==> src/rtl/plotter_pkg.sv <==
// Shared definitions for the plotter blocks:
// screen geometry, coordinate widths and the line FSM states.
package plotter_pkg;

    localparam int HOR_ACTIVE_PIXELS_DEF = 640;
    localparam int VER_ACTIVE_PIXELS_DEF = 480;

    // Bits needed to address n pixels along one axis.
    function automatic int coord_width(input int n);
        return (n > 1) ? $clog2(n) : 1;
    endfunction

    // Signed error term width: two headroom bits over the wider axis
    // so that both err and 2*err stay in range for any endpoints.
    function automatic int err_width(input int xw, input int yw);
        return ((xw > yw) ? xw : yw) + 2;
    endfunction

    typedef enum logic [1:0] {
        IDLE  = 2'd0,
        SETUP = 2'd1,
        DRAW  = 2'd2
    } state_t;

endpackage

==> src/rtl/line_drawer.sv <==
// Bresenham line rasteriser: one accepted start produces every pixel
// from (x1,y1) to (x2,y2) inclusive, one per cycle under pixel_ready.
module line_drawer
    import plotter_pkg::*;
#(
    parameter int HOR_ACTIVE_PIXELS = HOR_ACTIVE_PIXELS_DEF,
    parameter int VER_ACTIVE_PIXELS = VER_ACTIVE_PIXELS_DEF,
    localparam int X_WIDTH = coord_width(HOR_ACTIVE_PIXELS),
    localparam int Y_WIDTH = coord_width(VER_ACTIVE_PIXELS)
) (
    input  logic               clk,
    input  logic               reset,
    input  logic               start,
    output logic               ready,
    input  logic [X_WIDTH-1:0] x1,
    input  logic [Y_WIDTH-1:0] y1,
    input  logic [X_WIDTH-1:0] x2,
    input  logic [Y_WIDTH-1:0] y2,
    output logic [X_WIDTH-1:0] pixel_x,
    output logic [Y_WIDTH-1:0] pixel_y,
    output logic               pixel_valid,
    input  logic               pixel_ready
);

    localparam int ERR_W = err_width(X_WIDTH, Y_WIDTH);

    state_t state;

    logic [X_WIDTH-1:0] x_a, x_b;
    logic [Y_WIDTH-1:0] y_a, y_b;

    logic signed [ERR_W-1:0] dx, dy, err;
    logic                    sx_neg, sy_neg;

    logic [X_WIDTH-1:0]      dx_abs;
    logic [Y_WIDTH-1:0]      dy_abs;
    logic signed [ERR_W-1:0] dx_s, dy_s;
    logic signed [ERR_W-1:0] e2, err_nxt;
    logic                    step_x, step_y;
    logic                    at_end;

    assign ready = (state == IDLE);

    // Setup deltas from the captured endpoints and the per-pixel step.
    always_comb begin
        dx_abs  = (x_b >= x_a) ? (x_b - x_a) : (x_a - x_b);
        dy_abs  = (y_b >= y_a) ? (y_b - y_a) : (y_a - y_b);
        dx_s    = $signed(ERR_W'(dx_abs));
        dy_s    = $signed(ERR_W'(dy_abs));
        e2      = err <<< 1;
        step_x  = (e2 >= -dy);
        step_y  = (e2 <= dx);
        err_nxt = err;
        if (step_x) begin
            err_nxt = err_nxt - dy;
        end
        if (step_y) begin
            err_nxt = err_nxt + dx;
        end
        at_end  = (pixel_x == x_b) && (pixel_y == y_b);
    end

    // Line FSM: capture, one setup cycle, then walk the line.
    always_ff @(posedge clk) begin
        if (reset) begin
            state       <= IDLE;
            x_a         <= '0;
            x_b         <= '0;
            y_a         <= '0;
            y_b         <= '0;
            dx          <= '0;
            dy          <= '0;
            err         <= '0;
            sx_neg      <= 1'b0;
            sy_neg      <= 1'b0;
            pixel_x     <= '0;
            pixel_y     <= '0;
            pixel_valid <= 1'b0;
        end else begin
            unique case (state)
                IDLE: begin
                    if (start) begin
                        x_a   <= x1;
                        y_a   <= y1;
                        x_b   <= x2;
                        y_b   <= y2;
                        state <= SETUP;
                    end
                end
                SETUP: begin
                    dx          <= dx_s;
                    dy          <= dy_s;
                    err         <= dx_s - dy_s;
                    sx_neg      <= (x_b < x_a);
                    sy_neg      <= (y_b < y_a);
                    pixel_x     <= x_a;
                    pixel_y     <= y_a;
                    pixel_valid <= 1'b1;
                    state       <= DRAW;
                end
                DRAW: begin
                    if (pixel_ready) begin
                        if (at_end) begin
                            pixel_valid <= 1'b0;
                            state       <= IDLE;
                        end else begin
                            err <= err_nxt;
                            if (step_x) begin
                                pixel_x <= sx_neg ? pixel_x - X_WIDTH'(1)
                                                  : pixel_x + X_WIDTH'(1);
                            end
                            if (step_y) begin
                                pixel_y <= sy_neg ? pixel_y - Y_WIDTH'(1)
                                                  : pixel_y + Y_WIDTH'(1);
                            end
                        end
                    end
                end
                default: begin
                    pixel_valid <= 1'b0;
                    state       <= IDLE;
                end
            endcase
        end
    end

endmodule

==> config.mk <==
export PLATFORM = sky130hd
export DESIGN_NAME = line_drawer
export DESIGN_NICKNAME = d
export VERILOG_FILES = /design/src/rtl/plotter_pkg.sv /design/src/rtl/line_drawer.sv
export SDC_FILE = /design/constraint.sdc
export NUM_CORES = 1
export LEC_CHECK = 0
export BUFFER_PORTS_ARGS = -buffer_cell sky130_fd_sc_hd__buf_2
export CELL_PAD_IN_SITES_DETAIL_PLACEMENT = 1
export CELL_PAD_IN_SITES_GLOBAL_PLACEMENT = 1
export CORE_ASPECT_RATIO = 0.8
export CORE_MARGIN = 5
export CORE_UTILIZATION = 49
export DETAILED_ROUTE_END_ITERATION = 12
export PLACE_DENSITY_LB_ADDON = 0.1
export SLEW_MARGIN = 20
export SYNTH_ARGS = -nofsm -noshare
export SYNTH_HDL_FRONTEND = slang
export SYNTH_SLANG_ARGS = --single-unit
==> constraint.sdc <==
create_clock -name clk -period 11.4 [get_ports clk]
set_input_delay 0.57 -clock clk [delete_from_list [all_inputs] [get_ports clk]]
set_output_delay 0.57 -clock clk [all_outputs]
set_load 0.02 [all_outputs]
======== Yosys cells after proc, flatten, opt, wreduce, memory -nomap -nowiden ========
Cells that the tools add are included.
word-level totals
  register bits ........................... 93
  bits of input ports ..................... 42
  output and inout port bits .............. 21
  logic and storage cells ................. 75
operators by class
  add/subtract/negate cells ............... 12
  order comparisons ....................... 6
  equality and inequality tests ........... 10
  multiplexer cells ....................... 24
  bitwise logic cells ..................... 1
  reduce and logical (&&, ||, !) cells .... 9
operators with widths
  operator                                             number
  2-to-1 mux 10 bit                                    5
  2-to-1 mux 12 bit                                    4
  2-to-1 mux 9 bit                                     5
  one-hot mux 12 bit (2 select lines)                  1
  one-hot mux 10 bit (2 select lines)                  1
  subtractor 10 bit                                    2
  one-hot mux 9 bit (2 select lines)                   1
  subtractor 9 bit                                     2
  adder 12 x 11 -> 12 bit                              1
  >= comparator 12 bit                                 1
  less-or-equal comparator 12 x 11 -> 1 bit            1
  inequality test 2 bit (second input constant)        6
  negation 9 -> 12 bit                                 1
  subtractor 12 x 10 -> 12 bit                         1
  subtractor 10 x 9 -> 11 bit                          1
  adder 10 x 1 -> 10 bit (second input constant)       1
  equality test 10 bit                                 1
  >= comparator 10 bit                                 1
  < comparator 10 bit                                  1
  subtractor 10 x 1 -> 10 bit (second input constant)  1
  adder 9 x 1 -> 9 bit (second input constant)         1
  equality test 9 bit                                  1
  >= comparator 9 bit                                  1
  < comparator 9 bit                                   1
  other kinds (14)                                     20

======== Longest topological paths before layout ========
  depth after elaboration ................. 8
  gate-level depth with buffers ........... 21
  depth with buffers taken out ............ 20

======== Least setup slack after synthesis ========
No wires, ideal clock.
  kind .................................... register to register
  from .................................... register dy[2]
  to ...................................... register err[10]
  arrival ................................. 4.258 ns
  slack ................................... 7.047 ns
  stages on the path, launching flop included .. 20
  path through ............................ dfxtp_1 nor4_1 nand2_1 nor4_1 ha_1 and4_1 and2_1 a221o_1 buf_1 mux2i_1 ha_1 fa_1 nand2_1 a21oi_1 o31a_1 o21a_1 o21ai_0 a211oi_1 xnor2_1 a221oi_1
between the ends
  cells in the longest elaborated chain, start to end .. 8
ends and longest elaborated chain
  what                                   RTL line            source
  start, declared                        line_drawer.sv:32   logic signed [ERR_W-1:0] dx, dy, err;
  start signal, assigned                 line_drawer.sv:92   dy <= dy_s;
  negation 9 -> 12 bit                   line_drawer.sv:51   step_x = (e2 >= -dy);
  >= comparator 12 bit                   line_drawer.sv:51
  2-to-1 mux 12 bit *                    line_drawer.sv:54   if (step_x) begin
  adder 12 x 11 -> 12 bit                line_drawer.sv:58   err_nxt = err_nxt + dx;
  2-to-1 mux 12 bit *                    line_drawer.sv:57   if (step_y) begin
  2-to-1 mux 12 bit *                    line_drawer.sv:103  if (at_end) begin
  2-to-1 mux 12 bit *                    line_drawer.sv:102  if (pixel_ready) begin
  one-hot mux 12 bit (2 select lines) *  line_drawer.sv:80   unique case (state)
  end signal, assigned                   line_drawer.sv:93   err <= dx_s - dy_s;
  end signal, assigned                   line_drawer.sv:107  err <= err_nxt;
  end, declared                          line_drawer.sv:32
Every way passes the cells marked *; elsewhere a longest branch is shown, timed or not. The select of a mux whose other input is x is not followed.
A chain may end at the register's enable or synchronous reset.

======== Final worst setup path ========
  from .................................... register y_a[1]
  to ...................................... register err[8]
between the ends
  cells in the longest elaborated chain, start to end .. 4
ends and longest elaborated chain
  what                                                     RTL line           source
  start, declared                                          line_drawer.sv:30  logic [Y_WIDTH-1:0] y_a, y_b;
  start signal, assigned                                   line_drawer.sv:84  y_a <= y1;
  subtractor 9 bit or >= comparator 9 bit (tied branches)  line_drawer.sv:47  dy_abs = (y_b >= y_a) ? (y_b - y_a) : (y_a - y_b);
  2-to-1 mux 9 bit *                                       line_drawer.sv:47
  subtractor 10 x 9 -> 11 bit *                            line_drawer.sv:93
  one-hot mux 12 bit (2 select lines) *                    line_drawer.sv:80
Every way passes the cells marked *; elsewhere a longest branch is shown, timed or not.

==> results.cfg <==
[critical_path]
startpoint_type = flop
path_class = reg2reg
cp_slowest_stage_delay_ns = 0.74
cpMaxStageDelayCell = o41ai_4
worstReg2RegStart = y_a[1]
cp_num_buf_inv = 1
path_max_fanout = 15
startpoint = y_a[1]
crit_family = compound AO/OA/AOI/OAI gates
critical_path.cell_chain = inv_1, ha_1, nor2b_1, o31ai_2, a311oi_2, o41ai_4, mux2i_1, xnor2_1, ha_1, a21o_1, a21oi_1, nor2_1, o311a_1, o21a_1, o21ai_0, a21oi_1, a2111oi_0
critPathArrivalTime_ns = 5.27
endpoint_kind = flop
crit_required_ns = 11.64

[yosys]
yosysWarnings = 0
yosysTopAreaCell = dfxtp_1
synth.distinct_cells = 66
yosys-top-cells-area = dfxtp_1 (23%), ha_1 (16%), a21oi_1 (7.2%)
netlist_instances = 1038
async_reset_ff_frac = 0
postSynthAreaPerCell_sq_um = 7.625
synth_top_area_frac = 0.2327
synth-main-ff-cell = dfxtp_1
synth_edf_count = 0
synth_fp_nets = 1188
synth_seq_area_share = 0.2327
syn_area_sq_um = 7915
yosys_register_bits = 92

[sta]
fin_setup_tns_ns = 0
fmax_ghz = 0.1986
worst_pin_slew_ns = 1.165
period_share = 0.4418
whs_ns = 0.4488
rsz0062_at_grt = no
relSlewSlack = 0.2035
finClkSkew_ns = 0.009687
final.min_clock_period_ns = 5.036
hold_viol = 0
finalSetupViolCount = 0
maxSlewViolCount = 0

[hold_path]
holdCritPathClass = in2reg
min-delay-start = x1[8]

[clocking]
holdBufCountCts = 0
clock_path_buffers = 2
cts_tree = yes
cts_buffers = 9
cts-root-buf = clkbuf_16
htree_levels = 3
clk_pin_slew_worst_paths_ns = 0.07
cts_setup_buffers = 0
cts.repair.resized = 0
cts.sinks = 92
clkLatencyLatePin_ns = 0.36

[final_layout]
num_antenna_cells = 0
area_growth_pct = 9.848
final_cell_count_no_fill = 1295
final_nets = 1225
drive_gt1_frac = 0.1000

[floorplan]
die_area_sq_um = 18810
initial_core_util = 0.5010
die_w_um = 152.1
pin_count = 63
coreArea_sq_um = 15800
fp-row-count = 41
die_h_um = 123.7

[route]
drc = 0
wirelength_um = 25100
drtAntennaViolNets = 0
drtPass1Iterations = 5
vias = 7611
drt-vias-per-instance = 5.877
drt-wirelength-per-cell_um = 19.38
drt_iter0_drc = 397

[global_route]
grt_pass1_vias = 7663
grt_max_degree = 77
grt_pass1_wl_um = 40480
track_usage = 0.2669
overflow = 0
antenna_found_initial = 0

[power]
seq_power_share = 0.236
power_density_nw_per_um2 = 198.2
switchingPower_uw = 782.8
power_leakage_nw = 3.651
p_clk_frac = 0.181
swShare = 0.4542
share_comb_of_total_power = 0.583
ir_drop_uv = 83.19
p_int_uw = 940.7

[placement]
dp_hpwl_um = 19300
io_buffer_count = 62
post-place-cells = 1279
gp_congestion = 0.8929

[status]
status = finished clean

[job]
maxCapViolations = 0
[metrics by stage]
| stage | instance area [sq um] | utilization | total power [mW] | worst slack [ns] |
|---|---|---|---|---|
| floorplan | 7915 | - | 1.143 | 7.047 |
| global placement | 8388 | 0.5309 | 1.358 | 6.667 |
| detailed placement | 8388 | 0.5309 | 1.390 | 6.561 |
| CTS | 8690 | 0.5500 | 1.711 | 6.423 |
| global route | 8695 | 0.5503 | 1.844 | 5.973 |
| finish | 8695 | 0.5503 | 1.723 | 6.364 |
[cells in the final DEF (no fill, tap or decap), types with 5 or more instances in the layout]
master	netlist	final
a2111oi_0	5	5
a211oi_1	21	21
a21o_1	13	13
a21oi_1	114	114
a221oi_1	5	5
a311oi_1	9	9
a31oi_1	8	8
and2_1	7	7
buf_2	2	62
buf_4	1	8
clkbuf_16	0	9
dfxtp_1	92	92
fa_1	9	9
ha_1	99	99
inv_1	84	84
mux2_2	7	7
mux2i_1	12	12
nand2_1	143	143
nand2b_1	8	8
nand3_1	12	12
nand4_1	11	11
nor2_1	78	78
nor2b_1	15	13
nor3_1	25	25
nor4_1	9	9
o211ai_1	11	11
o21a_1	12	12
o21ai_0	48	48
or2_2	6	6
or3_1	8	8
xnor2_1	52	52
xor2_1	17	17
[worst paths after layout]
path / slack [ns] / depth (start not counted) / endpoint
min: 0.45 / 3 / x_a[8]
max: 6.36 / 17 / err[8]
max reg2reg: 6.36 / 17 / err[8]
min reg2reg: 0.49 / 2 / y_a[8]
[cells by family after synthesis]
kind of cell	after synthesis	share of synthesized area
buf+inv	128	0.06149
xor+xnor	69	0.07635
fa+ha+maj	108	0.1793
flops	92	0.2327
simple gates	335	0.1916
compound gates	287	0.2335
mux	19	0.02514
[cell usage after synthesis (17+ instances only)]
| master | instances |
|---|---|
| a21oi_1 | 114 |
| nor2_1 | 78 |
| inv_1 | 84 |
| dfxtp_1 | 92 |
| nand2_1 | 143 |
| xnor2_1 | 52 |
| ha_1 | 99 |
| a211oi_1 | 21 |
| clkbuf_1 | 38 |
| o21ai_0 | 48 |
| xor2_1 | 17 |
| nor3_1 | 25 |
[power groups by stage]
stage / logic, mW / registers, mW / clock network [mW]
detailed placement: 0.978 / 0.413 / 0
floorplan: 0.743 / 0.400 / 0
CTS: 0.990 / 0.405 / 0.316
global route: 1.10 / 0.411 / 0.329
finish: 1.00 / 0.407 / 0.313
global placement: 0.947 / 0.411 / 0
[registers in the layout (all words and copies together), names as in the netlist, 10 cells and up]
signal and cells:
err 11, x_a 10, pixel_x 10, x_b 10, dx 10
[worst reg2reg max path: cells and delay by family (launching register included)]
kind | cells | cell delay (ns)
adder cells (fa/ha/maj) | 2 | 0.67
buffers and inverters | 1 | 0.13
multiplexers | 1 | 0.23
AND/OR/NAND/NOR | 2 | 0.25
flip-flops | 1 | 0.44
AO/OA/AOI/OAI | 10 | 2.84
XOR/XNOR | 1 | 0.37
[per-layer routing]
metal,GRT usage,up-vias,part of all wire
met2,0.4614,172,0.46
met3,0.04585,24,0.059
met4,0.05278,0,0.011
met1,0.3561,3697,0.47
li1,-,3718,-
met5,0,-,0
[cell type report]
cell class	count	area, sq um
fill	2056	7106
multi-input combinational	818	5597
sequential	92	1842
timing repair buffer	70	370.4
inverter	84	315.3
tap	215	269.0
clock buffer	11	242.7
clock inverter	5	58.81
No activity file was read; power rests on OpenSTA's default activity.
